[src/rtl/helios_link_pkg.sv]
// Shared definitions for the parent link: arbiter state type, link word
// width and the cyclic priority search used to pick the next requester.
package helios_link_pkg;

  typedef enum logic {
    IDLE  = 1'b0,
    BURST = 1'b1
  } arb_state_t;

  localparam int LINK_WORD_WIDTH = 64;

  // Returns the first index i (0..n-1) with valid[i] set, searching upward
  // from ptr and wrapping at n. Returns -1 when nothing is valid.
  // The loop runs over a fixed 32 positions so it unrolls to static logic.
  function automatic int rr_pick(input logic [31:0] valid, input int n, input int ptr);
    int idx;
    rr_pick = -1;
    for (int k = 31; k >= 0; k--) begin
      if (k < n) begin
        idx = ptr + k;
        if (idx >= n) idx = idx - n;
        if (valid[idx]) rr_pick = idx;
      end
    end
  endfunction

endpackage

[src/rtl/link_skid_buffer.sv]
// Two-entry FIFO with a registered head word. Accepts one word and emits one
// word per cycle; in_ready depends only on the stored count, never on
// out_ready, so the upstream ready path stays short.
module link_skid_buffer
  import helios_link_pkg::*;
#(
  parameter int WIDTH = LINK_WORD_WIDTH + 2
) (
  input  logic             clk,
  input  logic             reset,
  input  logic [WIDTH-1:0] in_data,
  input  logic             in_valid,
  output logic             in_ready,
  output logic [WIDTH-1:0] out_data,
  output logic             out_valid,
  input  logic             out_ready,
  output logic [1:0]       count
);

  logic [WIDTH-1:0] head;
  logic [WIDTH-1:0] tail;
  logic             push;
  logic             pop;

  assign in_ready  = (count != 2'd2);
  assign out_valid = (count != 2'd0);
  assign out_data  = head;
  assign push      = in_valid && in_ready;
  assign pop       = out_valid && out_ready;

  // Head/tail storage and occupancy; head keeps its last word when emptied.
  always_ff @(posedge clk) begin
    if (reset) begin
      head  <= '0;
      tail  <= '0;
      count <= 2'd0;
    end else begin
      case ({push, pop})
        2'b11: begin
          if (count == 2'd1) begin
            head <= in_data;
          end else begin
            head <= tail;
            tail <= in_data;
          end
        end
        2'b10: begin
          if (count == 2'd0) head <= in_data;
          else               tail <= in_data;
          count <= count + 2'd1;
        end
        2'b01: begin
          if (count == 2'd2) head <= tail;
          count <= count - 2'd1;
        end
        default: ;
      endcase
    end
  end

endmodule

[src/rtl/parent_link_arbiter.sv]
// Round-robin arbiter sharing the parent transmit link among word-stream
// requesters. A grant is held for up to MAX_BURST words while the owner keeps
// valid asserted; re-arbitration happens in the cycle the lock ends.
module parent_link_arbiter
  import helios_link_pkg::*;
#(
  parameter int NUM_REQ    = 3,
  parameter int DATA_WIDTH = LINK_WORD_WIDTH,
  parameter int MAX_BURST  = 4,
  localparam int REQ_ID_WIDTH = $clog2(NUM_REQ)
) (
  input  logic                          clk,
  input  logic                          reset,
  input  logic [NUM_REQ*DATA_WIDTH-1:0] req_data,
  input  logic [NUM_REQ-1:0]            req_valid,
  output logic [NUM_REQ-1:0]            req_ready,
  output logic [DATA_WIDTH-1:0]         out_data,
  output logic [REQ_ID_WIDTH-1:0]       out_src,
  output logic                          out_valid,
  input  logic                          out_ready,
  output logic                          busy
);

  localparam int CNT_W = $clog2(MAX_BURST + 1);
  localparam logic [CNT_W-1:0] MAX_CNT = CNT_W'(MAX_BURST);

  arb_state_t              state;
  logic [REQ_ID_WIDTH-1:0] owner;
  logic [REQ_ID_WIDTH-1:0] rr_ptr;
  logic [CNT_W-1:0]        burst_cnt;

  logic                    locked;
  logic                    has_winner;
  logic [REQ_ID_WIDTH-1:0] winner;
  logic [DATA_WIDTH-1:0]   win_data;
  logic                    xfer;
  logic                    buf_in_ready;
  logic [1:0]              buf_count;
  int                      pick;

  assign locked = (state == BURST) && req_valid[owner] && (burst_cnt < MAX_CNT);
  assign xfer   = |(req_valid & req_ready);
  assign busy   = (buf_count != 2'd0) || (|req_valid) || (state == BURST);

  // Winner selection: the owner while locked, else cyclic search from rr_ptr.
  always_comb begin
    pick       = rr_pick(32'(req_valid), NUM_REQ, int'(rr_ptr));
    has_winner = 1'b0;
    winner     = '0;
    if (locked) begin
      has_winner = 1'b1;
      winner     = owner;
    end else if (pick >= 0) begin
      has_winner = 1'b1;
      winner     = REQ_ID_WIDTH'(pick);
    end
  end

  // Ready decode and data mux for the winning requester.
  always_comb begin
    win_data  = '0;
    req_ready = '0;
    for (int i = 0; i < NUM_REQ; i++) begin
      if (winner == REQ_ID_WIDTH'(i)) begin
        win_data     = req_data[i*DATA_WIDTH +: DATA_WIDTH];
        req_ready[i] = has_winner && buf_in_ready && !reset;
      end
    end
  end

  // Grant FSM: new grants reload the burst counter and advance rr_ptr.
  always_ff @(posedge clk) begin
    if (reset) begin
      state     <= IDLE;
      owner     <= '0;
      burst_cnt <= '0;
      rr_ptr    <= '0;
    end else if (xfer) begin
      if (locked) begin
        burst_cnt <= burst_cnt + 1'b1;
      end else begin
        state     <= BURST;
        owner     <= winner;
        burst_cnt <= CNT_W'(1);
        rr_ptr    <= (winner == REQ_ID_WIDTH'(NUM_REQ - 1)) ? '0 : winner + 1'b1;
      end
    end else if (!locked) begin
      state <= IDLE;
    end
  end

  link_skid_buffer #(
    .WIDTH(DATA_WIDTH + REQ_ID_WIDTH)
  ) u_skid (
    .clk      (clk),
    .reset    (reset),
    .in_data  ({winner, win_data}),
    .in_valid (xfer),
    .in_ready (buf_in_ready),
    .out_data ({out_src, out_data}),
    .out_valid(out_valid),
    .out_ready(out_ready),
    .count    (buf_count)
  );

endmodule

[config.mk]
export PLATFORM = sky130hd
export DESIGN_NAME = parent_link_arbiter
export DESIGN_NICKNAME = d
export VERILOG_FILES = /design/src/rtl/helios_link_pkg.sv /design/src/rtl/link_skid_buffer.sv /design/src/rtl/parent_link_arbiter.sv
export SDC_FILE = /design/constraint.sdc
export NUM_CORES = 1
export LEC_CHECK = 0
export CAP_MARGIN = 20
export CORE_MARGIN = 2
export CORE_UTILIZATION = 30
export CTS_BUF_LIST = sky130_fd_sc_hd__clkbuf_4 sky130_fd_sc_hd__clkbuf_8 sky130_fd_sc_hd__clkbuf_16
export CTS_CLUSTER_SIZE = 40
export DETAILED_ROUTE_END_ITERATION = 12
export PLACE_DENSITY = 0.51
export SETUP_SLACK_MARGIN = 0.15
export SYNTH_ARGS = -nofsm -noshare
export SYNTH_HDL_FRONTEND = slang
export SYNTH_SLANG_ARGS = --single-unit
export TNS_END_PERCENT = 5
[constraint.sdc]
create_clock -name clk -period 14.04 [get_ports clk]
set_clock_uncertainty 0.2 [all_clocks]
set_input_delay 2.808 -clock clk [delete_from_list [all_inputs] [get_ports clk]]
set_output_delay 2.808 -clock clk [all_outputs]
set_load 0.01 [all_outputs]
* Yosys cells after proc, flatten, opt, wreduce, memory -nomap -nowiden *
Index checks and enable logic that the tools add are counted.

word-level totals
  bits in registers = 142
  bits of input ports = 198
  output and inout bits = 71
  word-level logic and storage cells = 99

operators by class
  add/sub/neg operators = 9
  $lt $le $gt $ge = 9
  eq/ne operators = 12
  muxes and demuxes = 40
  bitwise operators = 2
  reductions and logical operators = 20

operator list
  operator               count
  $mux W66               5
  $pmux W66 S3           1
  $mux W32               6
  $mux W64               3
  $pmux W66 S2           1
  $lt A32 B7 Y1 const B  3
  $ge A32 B1 Y1 const B  1
  $bmux W1 S5            3
  $mux W1                15
  $eq A2 B2 Y1 const B   4
  $sub A3 B2 Y4 const B  2
  $eq A2 B1 Y1 const B   3
  $ge A3 B2 Y1 const B   2
  $logic_and A1 B1 Y1    6
  $mux W2                3
  $ne A2 B2 Y1 const B   3
  $reduce_and A3 Y1      2
  $reduce_bool A2 Y1     3
  $reduce_or A3 Y1       2
  $add A2 B1 Y2 const B  2
  $logic_not A2 Y1       2
  $ne A2 B1 Y1 const B   2
  $pmux W2 S2            1
  $add A2 B1 Y3 const B  1
  15 further kinds       16

* Longest topological paths before layout *
Gate-level depths: netlist of run 1.

  depth in word-level cells = 21
  gate-level depth with buffers = 20
  gate-level depth less buffers = 15

* Hierarchy *
A second synthesis of run 1 with hierarchy kept.

unflattened totals
  cell total of the unflattened synthesis = 975
  area, all modules = 8463.1 um2

modules (own cells, without submodules)
  module               times used  cells each  area each (um2)  sequential area each (um2)
  link_skid_buffer     1           718         6535.0           2682.6
  parent_link_arbiter  1           257         1928.1           160.2

* Worst setup path after synthesis of run 1 *
No wires, ideal clock.

  path type = in2out
  from = input port req_valid[2]
  to = output port req_ready[2]
  arrival time = 4.766 ns
  required time = 11.032 ns
  slack = 6.266 ns
  stages = 10
  path buffers = 4
  cells stage by stage = clkbuf_1 -> a21bo_2 -> o221ai_1 -> o211a_1 -> buf_2 -> nor4_4 -> buf_4 -> nor2_1 -> clkbuf_1 -> nor2_1

on the way
  word-level cells in the longest chain between the ends = 12
  elaborated cells on any way between the ends = 25
  those cells by class = 1 x order compare; 1 x eq/ne; 19 x mux; 4 x reduce/logical

RTL lines
  what                                         RTL line                   text
  from (decl)                                  parent_link_arbiter.sv:15  input logic [NUM_REQ-1:0] req_valid,
  $bmux W1 S5                                  helios_link_pkg.sv:22      if (valid[idx]) rr_pick = idx;
  $mux W1 (not written as such) (2 in series)  helios_link_pkg.sv:22
  $mux W32 (3 in series)                       helios_link_pkg.sv:22
  $ge A32 B1 Y1                                parent_link_arbiter.sv:53  end else if (pick >= 0) begin
  $mux W1                                      parent_link_arbiter.sv:53
  $mux W1                                      parent_link_arbiter.sv:50  if (locked) begin
  $logic_and A1 B1 Y1 (2 in series)            parent_link_arbiter.sv:66  req_ready[i] = has_winner && buf_in_ready && !reset;
  $mux W1 *                                    parent_link_arbiter.sv:64  if (winner == REQ_ID_WIDTH'(i)) begin
  to (decl)                                    parent_link_arbiter.sv:16  output logic [NUM_REQ-1:0] req_ready,

Every way passes the cells marked *; elsewhere a longest branch is shown, timed or not. The select of a mux whose other input is x is not followed.

* Worst setup path after layout of run 1 *
  from = input port req_valid[2]
  to = output port req_ready[0]

The elaborated chain is that of the path after synthesis.

==> impl_metrics.tcl, run 1 <==
set metrics [dict create \
    cts_buffer_depth 2 \
    grt_pass1_wl_mm 64.6 \
    syn-num-nets 1508 \
    cp.required_ns 11.03 \
    io_buffers 268 \
    die_x_um 185 \
    finalCritPeriodShare 0.645 \
    cp-start-kind "primary input" \
    grt_pass1_vias 11204 \
    drive_gt1_frac 0.0610 \
    hold_depth 2 \
    power.share.sequential 0.207 \
    ant_nets 0 \
    cp_data_arrival_time_ns 6.04 \
    clk_latency_ns 0.42 \
    multi_input_area_um2 6370 \
    use_met3 0.0518 \
    die_area_um2 34000 \
    switching_share 0.504 \
    max_cap_viol_count 0 \
    slowest_stage "clkdlybuf4s50_1" \
    sequential_cell_area_um2 2840 \
    synth_edf_count 0 \
    drc 0 \
    viasPerCell 6.03 \
    start_util 0.303 \
    path_max_fanout 11 \
    fillers 3245 \
    yosys_warnings 0 \
    rows 66 \
    synth_top_area_share 0.291 \
    ff2ff_setup_slack_ns 8.63 \
    p_comb_frac 0.623 \
    cts_buffers 17 \
    synth_seq_cells 142 \
    die_h_um 185 \
    hold_class "flip-flop to flip-flop" \
    pin_count 269 \
    finalSetupViolCount 0 \
    numClockSinks 142 \
    synth_area_leader_cell "dfxtp_1" \
    cts-resized-gates 0 \
    irDropWorstVdd_mv 0.119 \
    crit_family "simple AND/OR/NAND/NOR gates" \
    cts_setup_buffers 0 \
    synthesis.area_um2 9780 \
    place.gp.congestion 0.837 \
    p_int_mw 1.58 \
    path_cells "clkdlybuf4s50_1, a21bo_2, o221ai_1, nor3b_2, or4_1, nand3_1, nor2_1, clkdlybuf4s50_1" \
    dr.first_iter.drc_count 1084 \
    synth-main-ff-cell "dfxtp_1" \
    cts_root_buffer "clkbuf_16" \
    critPathCaptureType "output port" \
    synth-async-reset-ratio 0 \
    vias 11562 \
    synth-seq-area-share 0.291 \
    cp_num_cells 8 \
    reg2reg_depth 16 \
    met1_usage 0.318 \
    tightest_slew_ns 1.05 \
    synthTopCellsByArea "dfxtp_1 (29%), nand2_1 (7.7%), a22oi_1 (6.8%)" \
    rsz0062_at_grt "no" \
    area_delta_synth_final_pct 36.9 \
    synthCells 1296 \
    p_sw_mw 1.61 \
    critPathBufInv 2 \
    fmax_mhz 110 \
    avgSynthCellArea_um2 7.54 \
    antenna_found_initial 2 \
    drt-pass1-iter-count 5 \
    drt-wirelength-per-cell_um 21.8 \
    finalHoldViolCount 0 \
    yosysUniqueCellTypes 62 \
    grt_usage 0.242 \
    grt.busiest_layer "met2" \
    cts_tree "done" \
    overflow 0 \
    leakage_nw 4.40 \
    wl_mm 41.9 \
    cpPeakStageDelay_ns 0.54 \
    grtUsageMet2 0.394 \
    crit_type "primary input to output port" \
    hpwl_mm 24.8 \
    drv_slew 0 \
    coreArea_um2 32300 \
    clkPwrFrac 0.170 \
    grt_max_degree 103 \
    nets 1675 \
    post-route-util 0.414 \
    cts_max_level 4 \
    cp_common_cell "clkdlybuf4s50_1" \
    fin_setup_tns_ns 0 \
    clkTransAtPathRegs_ns 0.07 \
    p_per_area_nw_per_um2 239 \
    status "finished clean" \
    layout_min_cycle_time_ns 9.05 \
    hold_buffers 0 \
    maxSlewHeadroom 0.296 \
]
## final cells by class
class                   count  share of cell area
clock inverters            13              0.0175
flip-flops and latches    142               0.212
inverters                  14             0.00393
diodes                      1            0.000187
repair buffers            293               0.216
clock buffers              19              0.0329
multi-input cells         995               0.476
well taps                 442              0.0413
## synthesized netlist by cell type (all sizes together) (4+ instances only)
cell / count
nand3: 62
nand2b: 11
a311o: 43
nor2b: 11
a221oi: 50
clkbuf: 104
a21oi: 37
or4b: 4
o21ai: 69
o31ai: 43
a22o: 5
o32ai: 5
dfxtp: 142
nor3: 12
a211o: 5
buf: 41
ha: 14
o221a: 4
o22ai: 7
o21a: 4
a311oi: 23
or4: 6
a22oi: 89
nor4: 4
o311ai: 43
inv: 14
nand2: 201
o221ai: 9
o211ai: 44
a211oi: 10
a31oi: 33
nor2: 105
mux2i: 7
## final timing paths
path / start / to
worst min-delay path: burst_cnt[1] / burst_cnt[1]
worst max register to register: rr_ptr[1] / u_skid.out_data[1]
worst max-delay path: req_valid[2] / req_ready[0]
worst min register to register: burst_cnt[1] / burst_cnt[1]
## registers in the layout, indices dropped and copies added (netlist names)
| signal | count |
|---|---|
| u_skid.out_data | 66 |
| burst_cnt | 3 |
| state | 1 |
| u_skid.count | 2 |
| rr_ptr | 2 |
| owner | 2 |
| u_skid.tail | 66 |
## metrics by stage
step | power [mW] | instances | setup WS (ns) | hold slack, ns | area (µm²)
after floorplan | 1.95 | 1296 | 6.27 | 0.236 | 9780
after global placement | 2.63 | 1885 | 5.14 | 0.245 | 12700
after detailed placement | 2.63 | 1885 | 5.06 | 0.251 | 12700
after CTS | 3.19 | 1917 | 5.05 | 0.260 | 13400
after global routing | 3.42 | 1918 | 4.80 | 0.283 | 13400
final | 3.19 | 1919 | 4.99 | 0.260 | 13400
## power by group through the flow
stage	combinational, mW	clock (mW)	sequential (mW)
after floorplan	1.28	0	0.673
after global placement	1.96	0	0.667
after detailed placement	1.97	0	0.665
after CTS	1.98	0.552	0.660
after global routing	2.17	0.570	0.680
final	1.99	0.543	0.662
## worst register-to-register path: cells and delay by family (launching register included)
family                     cells  cell delay, ns
and+or+nand+nor                5            1.17
DFF                            1            0.45
adders and majority gates      2            0.71
AOI/OAI and AO/OA              6            1.90
buffers and inverters          3            0.87
## cells by family (layout without fill, tap and decap cells)
family,count (synthesis),count (layout),share of synthesized area
XOR/XNOR,2,2,0.00179
buffers and inverters,159,339,0.0664
other,0,1,0
multiplexers,10,10,0.0106
adder cells (fa/ha/maj),14,14,0.0179
AND/OR/NAND/NOR,426,426,0.191
AO/OA/AOI/OAI,543,543,0.421
flip-flops,142,142,0.291
## placed cells by master, fill, tap and decap left out, drive strengths merged, types with 11 or more instances in the layout
cell type	synthesis	final
clkdlybuf4s50	0	267
nand2	201	201
dfxtp	142	142
nor2	105	105
a22oi	89	89
o21ai	69	69
nand3	62	62
a221oi	50	50
o211ai	44	44
o31ai	43	43
a311o	43	43
o311ai	43	43
a21oi	37	37
a31oi	33	33
buf	41	26
a311oi	23	23
clkbuf	104	19
inv	14	17
ha	14	14
nor3	12	12
nor2b	11	11
nand2b	11	11
## per-layer routing
layer  up-vias  part of all wire
met2       587              0.46
met1      5524              0.44
met3        59             0.082
li1       5390                 -
met5         -           0.00031
met4         2             0.020
Power figures use the tool's default switching activity.
==> run 2, diff against run 1 <==
PLACE_DENSITY = 0.53   (was 0.51)
clock period = 7.3 ns   (was 14.04 ns; I/O delays follow)
==> run 2 against run 1 <==
Combinational power rose by 95%. Sequential share of layout area barely moved. Utilization is essentially flat. Critical path depth is 2 higher. Worst hold slack better by 0.0026 ns. Count of clock-buffer cells in the layout grew 1. Die area unchanged. Register-to-register slack got worse by 6.7 ns. Global-route usage decreased by 0.30 points. Via count is 0.37% lower. First-iteration DRC count grew 1.9%. Critical endpoint is now req_ready[2]. Largest power group unchanged.
==> impl_metrics.tcl, run 2 (synthesis gave the netlist of run 1 again) <==
set metrics [dict create \
    status "finished clean" \
    antenna_found_initial 2 \
    die_h_um 185 \
    cp-start-kind "primary input" \
    die_x_um 185 \
    hold_depth 2 \
    r2r_end "u_skid.out_data[1]" \
    reg2reg_depth 16 \
    die_area_um2 34000 \
    drc 0 \
    p_per_area_nw_per_um2 458 \
    numClockSinks 142 \
    hold_class "flip-flop to flip-flop" \
    irDropWorstVdd_mv 0.506 \
    finalSetupViolCount 0 \
    mostFrequentLayoutCell "clkdlybuf4s50_1" \
    fillers 3272 \
    ff2ff_setup_slack_ns 1.98 \
    hold_buffers 0 \
    cts_buffer_depth 2 \
    post-route-util 0.415 \
    nets 1677 \
    grt_pass1_vias 11109 \
    drt-pass1-iter-count 6 \
    cp_data_arrival_time_ns 4.30 \
    clk_latency_ns 0.42 \
    area_delta_synth_final_pct 37.0 \
    fmax_mhz 168 \
    vias 11519 \
    max_cap_viol_count 0 \
    finalHoldViolCount 0 \
    finalCritPeriodShare 0.816 \
    critPathCaptureType "output port" \
    grt_pass1_wl_mm 63.7 \
    leakage_nw 4.41 \
    grt_max_degree 178 \
    cts_setup_buffers 0 \
    crit_type "primary input to output port" \
    dp.cells 1886 \
    wl_mm 41.5 \
    rsz0062_at_grt "no" \
    layout_min_cycle_time_ns 5.96 \
    cts_max_level 4 \
    io_buffers 268 \
    cp.required_ns 5.64 \
    drive_gt1_frac 0.0616 \
    worstHoldStart "burst_cnt[1]" \
    cts-resized-gates 0 \
    pin_count 269 \
    path_max_fanout 24 \
    ant_nets 0 \
    drt-wirelength-per-cell_um 21.6 \
    coreArea_um2 32300 \
    place.gp.congestion 0.765 \
    grt_usage 0.239 \
    clkTransAtPathRegs_ns 0.06 \
    cts_root_buffer "clkbuf_16" \
    r2r_start "rr_ptr[1]" \
    dr.first_iter.drc_count 1105 \
    multi_input_area_um2 6360 \
    cts_tree "done" \
    final_cell_mix "clkdlybuf4s50_1 (267), nand2_1 (199), dfxtp_1 (142)" \
    overflow 0 \
    start_util 0.303 \
    fin_setup_tns_ns 0 \
    tightest_slew_ns 1.09 \
    min_to "burst_cnt[1]" \
    hpwl_mm 24.8 \
    cts_buffers 17 \
    maxSlewHeadroom 0.273 \
    rows 66 \
    sequential_cell_area_um2 2840 \
    drv_slew 0 \
    fin_cells 1922 \
    viasPerCell 5.99 \
]
run 2: how the worst max path moves through the flow:
stage	cells past startpoint	to	start	slack [ns]
6_report	10	req_ready[2]	req_valid[2]	1.34
2_1_floorplan	18	u_skid.out_data[34]	req_valid[2]	2.14
5_1_grt	15	u_skid.out_data[34]	req_valid[2]	1.02
3_5_place_dp	15	u_skid.out_data[39]	req_valid[2]	0.96
3_3_place_gp	15	u_skid.out_data[35]	req_valid[2]	1.04
4_1_cts	10	req_ready[2]	req_valid[2]	1.32
run 2: final cells by class:
type / count / area share
diodes: 2 / 0.000374
clock buffers: 20 / 0.0339
clock inverters: 12 / 0.0135
inverters: 14 / 0.00392
multi-input cells: 995 / 0.475
flip-flops and latches: 142 / 0.212
well taps: 442 / 0.0413
repair buffers: 295 / 0.220
run 2: where the power goes:
| group | internal [mW] | total [mW] | switching (mW) |
|---|---|---|---|
| logic | 1.38 | 3.89 | 2.51 |
| registers | 1.07 | 1.28 | 0.211 |
| clock network | 0.592 | 0.966 | 0.374 |
| total | 3.04 | 6.14 | 3.10 |
run 2: worst max-delay path, stage by stage:
cell             delay, ns
clkdlybuf4s50_1       0.53
a21bo_2               0.24
o221ai_1              0.33
nor3b_2               0.50
nor4_4                0.07
buf_4                 0.21
nor2_1                0.10
buf_4                 0.26
nor2_1                0.08
clkdlybuf4s50_1       0.50
run 2: through the flow:
| step | worst slack [ns] | total power, mW | hold slack (ns) | instance area, µm² |
|---|---|---|---|---|
| 6_report | 1.34 | 6.14 | 0.263 | 13400 |
| 5_1_grt | 1.02 | 6.58 | 0.277 | 13400 |
| 4_1_cts | 1.32 | 6.08 | 0.262 | 13300 |
| 3_5_place_dp | 0.958 | 5.10 | 0.253 | 12700 |
| 3_3_place_gp | 1.04 | 5.09 | 0.248 | 12700 |
| 2_1_floorplan | 2.14 | 3.75 | 0.236 | 9780 |
run 2: layer usage:
layer	vias up	routed length [µm]	part of all wire	GRT usage
met3	35	2950	0.071	0.0462
met2	509	18900	0.46	0.386
met4	0	478	0.012	0.0570
met5	-	0	0	0
li1	5394	-	-	-
met1	5581	19100	0.46	0.326
